File: src/rtl/spi_frame_counter.sv
`default_nettype none
// ============================================================================
// Module   : spi_frame_counter
// Purpose  : Sequences one SPI SRAM frame (command, address, data) on sck and
//            provides bit position, phase-end strobes and burst word count.
// Revision : 1.0
// ============================================================================
module spi_frame_counter #(
   parameter int CNT_W     = 5,
   parameter int CMD_BITS  = 8,
   parameter int ADDR_BITS = 16,
   parameter int DATA_BITS = 8,
   parameter int WORD_W    = 8,
   parameter int BURST     = 0
) (
   input  logic              sck,
   input  logic              rst_n,
   input  logic              cs_n,
   input  logic              en,
   output logic [2:0]        phase,
   output logic [CNT_W-1:0]  bit_cnt,
   output logic              phase_end,
   output logic              frame_done,
   output logic [WORD_W-1:0] word_cnt,
   output logic              overrun
);

   typedef enum logic [2:0] {
      S_IDLE = 3'd0,
      S_CMD  = 3'd1,
      S_ADDR = 3'd2,
      S_DATA = 3'd3,
      S_DONE = 3'd4
   } phase_t;

   localparam logic [CNT_W-1:0]  c_cmd_len  = CNT_W'(CMD_BITS);
   localparam logic [CNT_W-1:0]  c_addr_len = CNT_W'(ADDR_BITS);
   localparam logic [CNT_W-1:0]  c_data_len = CNT_W'(DATA_BITS);
   localparam logic [CNT_W-1:0]  c_bit_one  = CNT_W'(1);
   localparam logic [WORD_W-1:0] c_word_one = WORD_W'(1);
   localparam logic              c_burst    = (BURST != 0);

   phase_t              r_phase,    w_phase_nxt;
   logic [CNT_W-1:0]    r_bit_cnt,  w_bit_cnt_nxt;
   logic [WORD_W-1:0]   r_word_cnt, w_word_cnt_nxt;
   logic                r_overrun,  w_overrun_nxt;
   logic [CNT_W-1:0]    w_len;
   logic                w_at_end;

   always_ff @(posedge sck or negedge rst_n) begin
      if (!rst_n) begin
         r_phase    <= S_IDLE;
         r_bit_cnt  <= '0;
         r_word_cnt <= '0;
         r_overrun  <= 1'b0;
      end else begin
         r_phase    <= w_phase_nxt;
         r_bit_cnt  <= w_bit_cnt_nxt;
         r_word_cnt <= w_word_cnt_nxt;
         r_overrun  <= w_overrun_nxt;
      end
   end

   always_comb begin
      w_len = '0;
      case (r_phase)
         S_CMD:   w_len = c_cmd_len;
         S_ADDR:  w_len = c_addr_len;
         S_DATA:  w_len = c_data_len;
         default: w_len = '0;
      endcase
   end

   // IDLE/DONE also have bit_cnt == len == 0, so the phase gates the strobe
   assign w_at_end = ((r_phase == S_CMD) || (r_phase == S_ADDR) || (r_phase == S_DATA))
                     && (r_bit_cnt == w_len);

   always_comb begin
      w_phase_nxt    = r_phase;
      w_bit_cnt_nxt  = r_bit_cnt;
      w_word_cnt_nxt = r_word_cnt;
      w_overrun_nxt  = r_overrun;
      if (cs_n) begin
         w_phase_nxt    = S_IDLE;
         w_bit_cnt_nxt  = '0;
         w_word_cnt_nxt = '0;
         w_overrun_nxt  = 1'b0;
      end else if (en) begin
         case (r_phase)
            S_IDLE: begin
               w_phase_nxt   = S_CMD;
               w_bit_cnt_nxt = c_bit_one;
            end
            S_CMD, S_ADDR: begin
               if (w_at_end) begin
                  w_phase_nxt   = (r_phase == S_CMD) ? S_ADDR : S_DATA;
                  w_bit_cnt_nxt = c_bit_one;
               end else begin
                  w_bit_cnt_nxt = r_bit_cnt + c_bit_one;
               end
            end
            S_DATA: begin
               if (!w_at_end) begin
                  w_bit_cnt_nxt = r_bit_cnt + c_bit_one;
               end else if (c_burst) begin
                  // word is counted as the next one begins
                  w_bit_cnt_nxt  = c_bit_one;
                  w_word_cnt_nxt = r_word_cnt + c_word_one;
               end else begin
                  w_phase_nxt    = S_DONE;
                  w_bit_cnt_nxt  = '0;
                  w_word_cnt_nxt = c_word_one;
                  w_overrun_nxt  = 1'b1;
               end
            end
            S_DONE: begin
               w_overrun_nxt = 1'b1;
            end
            default: begin
               w_phase_nxt   = S_IDLE;
               w_bit_cnt_nxt = '0;
            end
         endcase
      end
   end

   assign phase      = r_phase;
   assign bit_cnt    = r_bit_cnt;
   assign word_cnt   = r_word_cnt;
   assign overrun    = r_overrun;
   assign phase_end  = w_at_end;
   assign frame_done = !c_burst && (r_phase == S_DATA) && (r_bit_cnt == c_data_len);

endmodule
`default_nettype wire

File: config.mk
export PLATFORM = sky130hd
export DESIGN_NAME = spi_frame_counter
export DESIGN_NICKNAME = d
export VERILOG_FILES = /design/src/rtl/spi_frame_counter.sv
export SDC_FILE = /design/constraint.sdc
export NUM_CORES = 1
export LEC_CHECK = 0
export CORE_UTILIZATION = 48
export DETAILED_ROUTE_END_ITERATION = 7
export PLACE_DENSITY_LB_ADDON = 0.12
export SYNTH_ARGS = -nofsm -noshare
export SYNTH_HDL_FRONTEND = slang
export SYNTH_SLANG_ARGS = --single-unit
File: constraint.sdc
create_clock -name sck -period 5.28 [get_ports sck]
set_clock_uncertainty 0.05 [all_clocks]
set_input_delay 1.056 -clock sck [delete_from_list [all_inputs] [get_ports sck]]
set_output_delay 1.056 -clock sck [all_outputs]
set_load 0.005 [all_outputs]
== Word level (Yosys, flattened, before mapping) ==
Cells that the tools add are included.
Word-level totals
  register bits: 17
  bits in latches: 0
  RAM bits: 0
  ROM bits: 0
  input port bits: 4
  output and inout port bits: 19
  word-level logic and storage cells: 49
  memories: 0
Operators by class
  add/sub/neg operators: 1
  multiply operators: 0
  divide/modulo/power cells: 0
  $lt $le $gt $ge: 0
  equal/unequal tests: 9
  shift-type cells: 0
  mux-type cells: 20
  bitwise operators: 0
  reductions and logical operators: 15
Operators by type and width (count)
  two-way mux 8 bit: 4
  two-way mux 5 bit: 4
  case mux 5 bit (4 select lines): 1
  two-way mux 3 bit: 4
  case mux 3 bit (4 select lines): 1
  case mux 5 bit (2 select lines): 1
  == test 3 x 2 -> 1 bit (second input constant): 2
  inequality test 3 bit (second input constant): 2
  AND reduction 3 bit: 2
  nonzero test 2 bit: 3
  adder 5 x 1 -> 5 bit (second input constant): 1
  == test 5 x 4 -> 1 bit (second input constant): 1
  == test 5 bit: 1
  two-way mux 1 bit: 4
  AND reduction 4 bit: 1
  OR reduction 2 bit: 2
  == test 3 x 1 -> 1 bit (second input constant): 1
  == test 3 bit (second input constant): 1
  logical NOT 3 bit: 1
  nonzero test 3 bit: 1
  logical AND 1 bit: 2
  logical OR 1 bit: 2
  inequality test 2 bit (second input constant): 1
  case mux 1 bit (2 select lines): 1
  AND reduction 2 bit: 1

== Logic depth before layout (Yosys ltp) ==
  depth in word-level cells: 9
  mapped depth: 7
  mapped depth without buffers: 7

== Worst setup path after synthesis ==
No wires, ideal clock.
  kind: register to output
  start point: reg r_phase[0], in the netlist phase[0]
  end point: out phase_end
  arrival time: 1442 ps
  required time: 4174 ps
  path slack: 2732 ps
  cell stages (with the launch flop): 6
  path buffers: 1
  cell sequence: dfrtp_1 buf_6 o21ba_1 or3_4 a21boi_4 and2_2
On the way
  cells in the longest elaborated chain, start to end: 5
  elaborated cells between the ends (all ways): 9
  those cells by class: eq/ne: 4; mux: 1; reduce/logical: 4
Ends and longest elaborated chain
  start, declared: line 43  | phase_t r_phase, w_phase_nxt;
  start signal, assigned: line 57  | r_phase <= w_phase_nxt;
  == test 3 x 1 -> 1 bit or == test 3 x 2 -> 1 bit (tied branches): line 66, 75
  OR reduction 2 bit (no source line)
  case mux 5 bit (2 select lines): line 66  | case (r_phase)
  == test 5 bit: line 76  | && (r_bit_cnt == w_len);
  logical AND 1 bit (*): line 76
  end, declared: line 22  | output logic phase_end,
Every way passes the cells marked *; elsewhere a longest branch is shown, timed or not.

== Worst setup path after layout ==
  start point: reg r_phase[2], in the netlist phase[2]
  end point: out phase_end
Same word-level chain as after synthesis.

==> results.sh <==
export IMPL_multiInputGateArea_um2=409.1
export IMPL_globalplace_congestion=0.8498
export IMPL_power_density_nw_per_um2=227.1
export IMPL_cts_setup_buffers=0
export IMPL_via_per_inst=5.518
export IMPL_initial_core_util=0.5403
export IMPL_maxSlewHeadroom=0.6666
export IMPL_final_cell_mix="clkdlybuf4s50_1 (15), dfrtp_1 (10), nand2_1 (7), conb_1 (7)"
export IMPL_die_h_um=41.22
export IMPL_htreeDepth=1
export IMPL_worst_slack_ns=1.896
export IMPL_synthCells=81
export IMPL_hold_path_class="register to register"
export IMPL_cp_cell_sequence="o21ba_1, or3_4, a21boi_4, and2_2, clkdlybuf4s50_1"
export IMPL_die_x_um=41.22
export IMPL_fp_dieArea_um2=1699
export IMPL_routed_wl_um=1420
export IMPL_cp_end_kind="primary output"
export IMPL_cts_resized=0
export IMPL_tightest_slew_ns=0.5000
export IMPL_grt_pass1_vias=462
export IMPL_p_leak_nw=0.3983
export IMPL_max_freq_mhz=295.5
export IMPL_antenna_found_initial=0
export IMPL_finalSetupViolations=0
export IMPL_cts_root_buf="clkbuf_4"
export IMPL_fin_total_pwr_uw=198.3
export IMPL_seq_area_frac_synth=0.3390
export IMPL_yosys_area_top_type="dfrtp_1"
export IMPL_dr_pass1_iters=4
export IMPL_ctsLongestPathBuffers=2
export IMPL_grtUsageTotal=0.2031
export IMPL_n_fill_cell=131
export IMPL_rows=13
export IMPL_setup_tns_ns=0
export IMPL_grt_max_degree=12
export IMPL_wire_per_inst_um=12.91
export IMPL_hold_viol_final=0
export IMPL_layout_nets=103
export IMPL_syn_cell_area_um2=738.2
export IMPL_rsz0062_at_grt="no"
export IMPL_required_ns=4.17
export IMPL_clk_pin_slew_ns=0.06
export IMPL_synth_top_area_share=0.3390
export IMPL_grt_pass1_wl_um=2111
export IMPL_diodes=0
export IMPL_drtIter0Drc=11
export IMPL_portBuffers=15
export IMPL_grt_util_met1=0.2607
export IMPL_period_minus_slack_ns=3.384
export IMPL_cts_tree="done"
export IMPL_cp_arrival_ns=2.28
export IMPL_cts_made_buffers=3
export IMPL_crit_path_top_delay_cell="dfrtp_1"
export IMPL_synth_yosys_warnings=0
export IMPL_met2_usage=0.2930
export IMPL_syn_area_per_cell_um2=9.114
export IMPL_grt_overflow=0
export IMPL_io_pins=23
export IMPL_drc=0
export IMPL_busiest_layer="met2"
export IMPL_regArea_um2=250.2
export IMPL_mostFrequentLayoutCell="clkdlybuf4s50_1"
export IMPL_use_met3=0.09783
export IMPL_area_growth_pct=18.31
export IMPL_critPathKind="register to primary output"
export IMPL_timing_final_crit_share=0.6409
export IMPL_drv_slew=0
export IMPL_via_count=607
export IMPL_clk_latency_ns=0.27
export IMPL_clkSinkCount=10
export IMPL_synth_cell_type_count=35
export IMPL_peakVddDrop_v=0.0002107
export IMPL_outcome="complete, no violations"
export IMPL_synth_area_top_cells="dfrtp_1 (34%), buf_4 (9.2%), nand3_1 (4.1%)"
export IMPL_startpoint_type="register"
export IMPL_cpPeakStageDelay_ns=0.52
export IMPL_ys_ff_latch=10
export IMPL_cts_hold_buf=0
export IMPL_drv_cap=0
export IMPL_pre_cts_ws_ns=2.184
export IMPL_drive_gt1_frac=0.1474
export IMPL_path_max_fanout=11
export IMPL_core_um2=1366
export IMPL_ant_nets=0
export IMPL_dp_final_hpwl_um=1028
final timing paths:
kind,slack [ns],depth (start not counted),startpoint,endpoint
max,1.90,5,phase[2],phase_end
min,0.46,2,overrun,overrun
max reg2reg,3.44,5,phase[2],bit_cnt[0]
min reg2reg,0.46,2,overrun,overrun
max in group asynchronous,3.79,1,rst_n,phase[2]
min in group asynchronous,1.06,1,rst_n,phase[1]
synth_stat cells, drive strengths merged:
cell type  number
buf            10
dfrtp          10
nand2           7
inv             6
nand3           6
nor2            5
o21ai           5
a21o            2
a21oi           2
a31oi           2
and2            2
ha              2
nor3b           2
o211ai          2
o21bai          2
xor2            2
a211o           1
a21boi          1
a221oi          1
and2b           1
and3b           1
and4bb          1
conb            1
mux2i           1
nand2b          1
nor2b           1
nor4b           1
o21ba           1
o31ai           1
or3             1
registers in the layout, indices dropped and copies added, names as in the netlist:
name,flops
bit_cnt,5
phase,3
overrun,1
word_cnt,1
critical path, delay by kind of cell (launching register included):
kind	cells	cell delay, ns
simple gates	2	0.53
compound gates	2	0.49
flops	1	0.52
buf+inv	1	0.49
routing by layer:
| layer | vias to the layer above | share of wire |
|---|---|---|
| li1 | 298 | - |
| met5 | - | 0 |
| met3 | 2 | 0.054 |
| met1 | 288 | 0.47 |
| met4 | 0 | 0.0056 |
| met2 | 19 | 0.47 |
where the power goes:
| group | internal, mW | switching (mW) |
|---|---|---|
| sequential | 0.0807 | 0.00794 |
| combinational | 0.0305 | 0.0260 |
| clock | 0.0264 | 0.0267 |
| total | 0.138 | 0.0607 |
logic make-up (layout without fill, tap and decap cells):
logic type | count (synthesis) | after routing | synth area share
multiplexers | 1 | 1 | 0.01356
AND/OR/NAND/NOR | 29 | 29 | 0.2271
XOR/XNOR | 2 | 2 | 0.02373
AO/OA/AOI/OAI | 20 | 20 | 0.2203
flip-flops | 10 | 10 | 0.3390
adder cells (fa/ha/maj) | 2 | 2 | 0.03389
buffers and inverters | 16 | 24 | 0.1373
other | 1 | 7 | 0.005080
stage by stage:
stage	hold WS, ns	util	area, µm²	std cells
6_report	0.4556	0.6392	873.3	110
5_1_grt	0.4764	0.6392	873.3	110
4_1_cts	0.4568	0.6392	873.3	110
3_5_place_dp	0.4418	0.6227	850.8	107
3_3_place_gp	0.4296	0.6227	850.8	107
2_1_floorplan	0.4359	-	760.7	87
final cells by class:
type,count,share of cell area
clock buffer,3,0.02579
inverter,6,0.02579
multi-input combinational,61,0.4685
timing repair buffer,15,0.1719
sequential,10,0.2865
tap,15,0.02149
No activity file was read; power rests on OpenSTA's default activity.
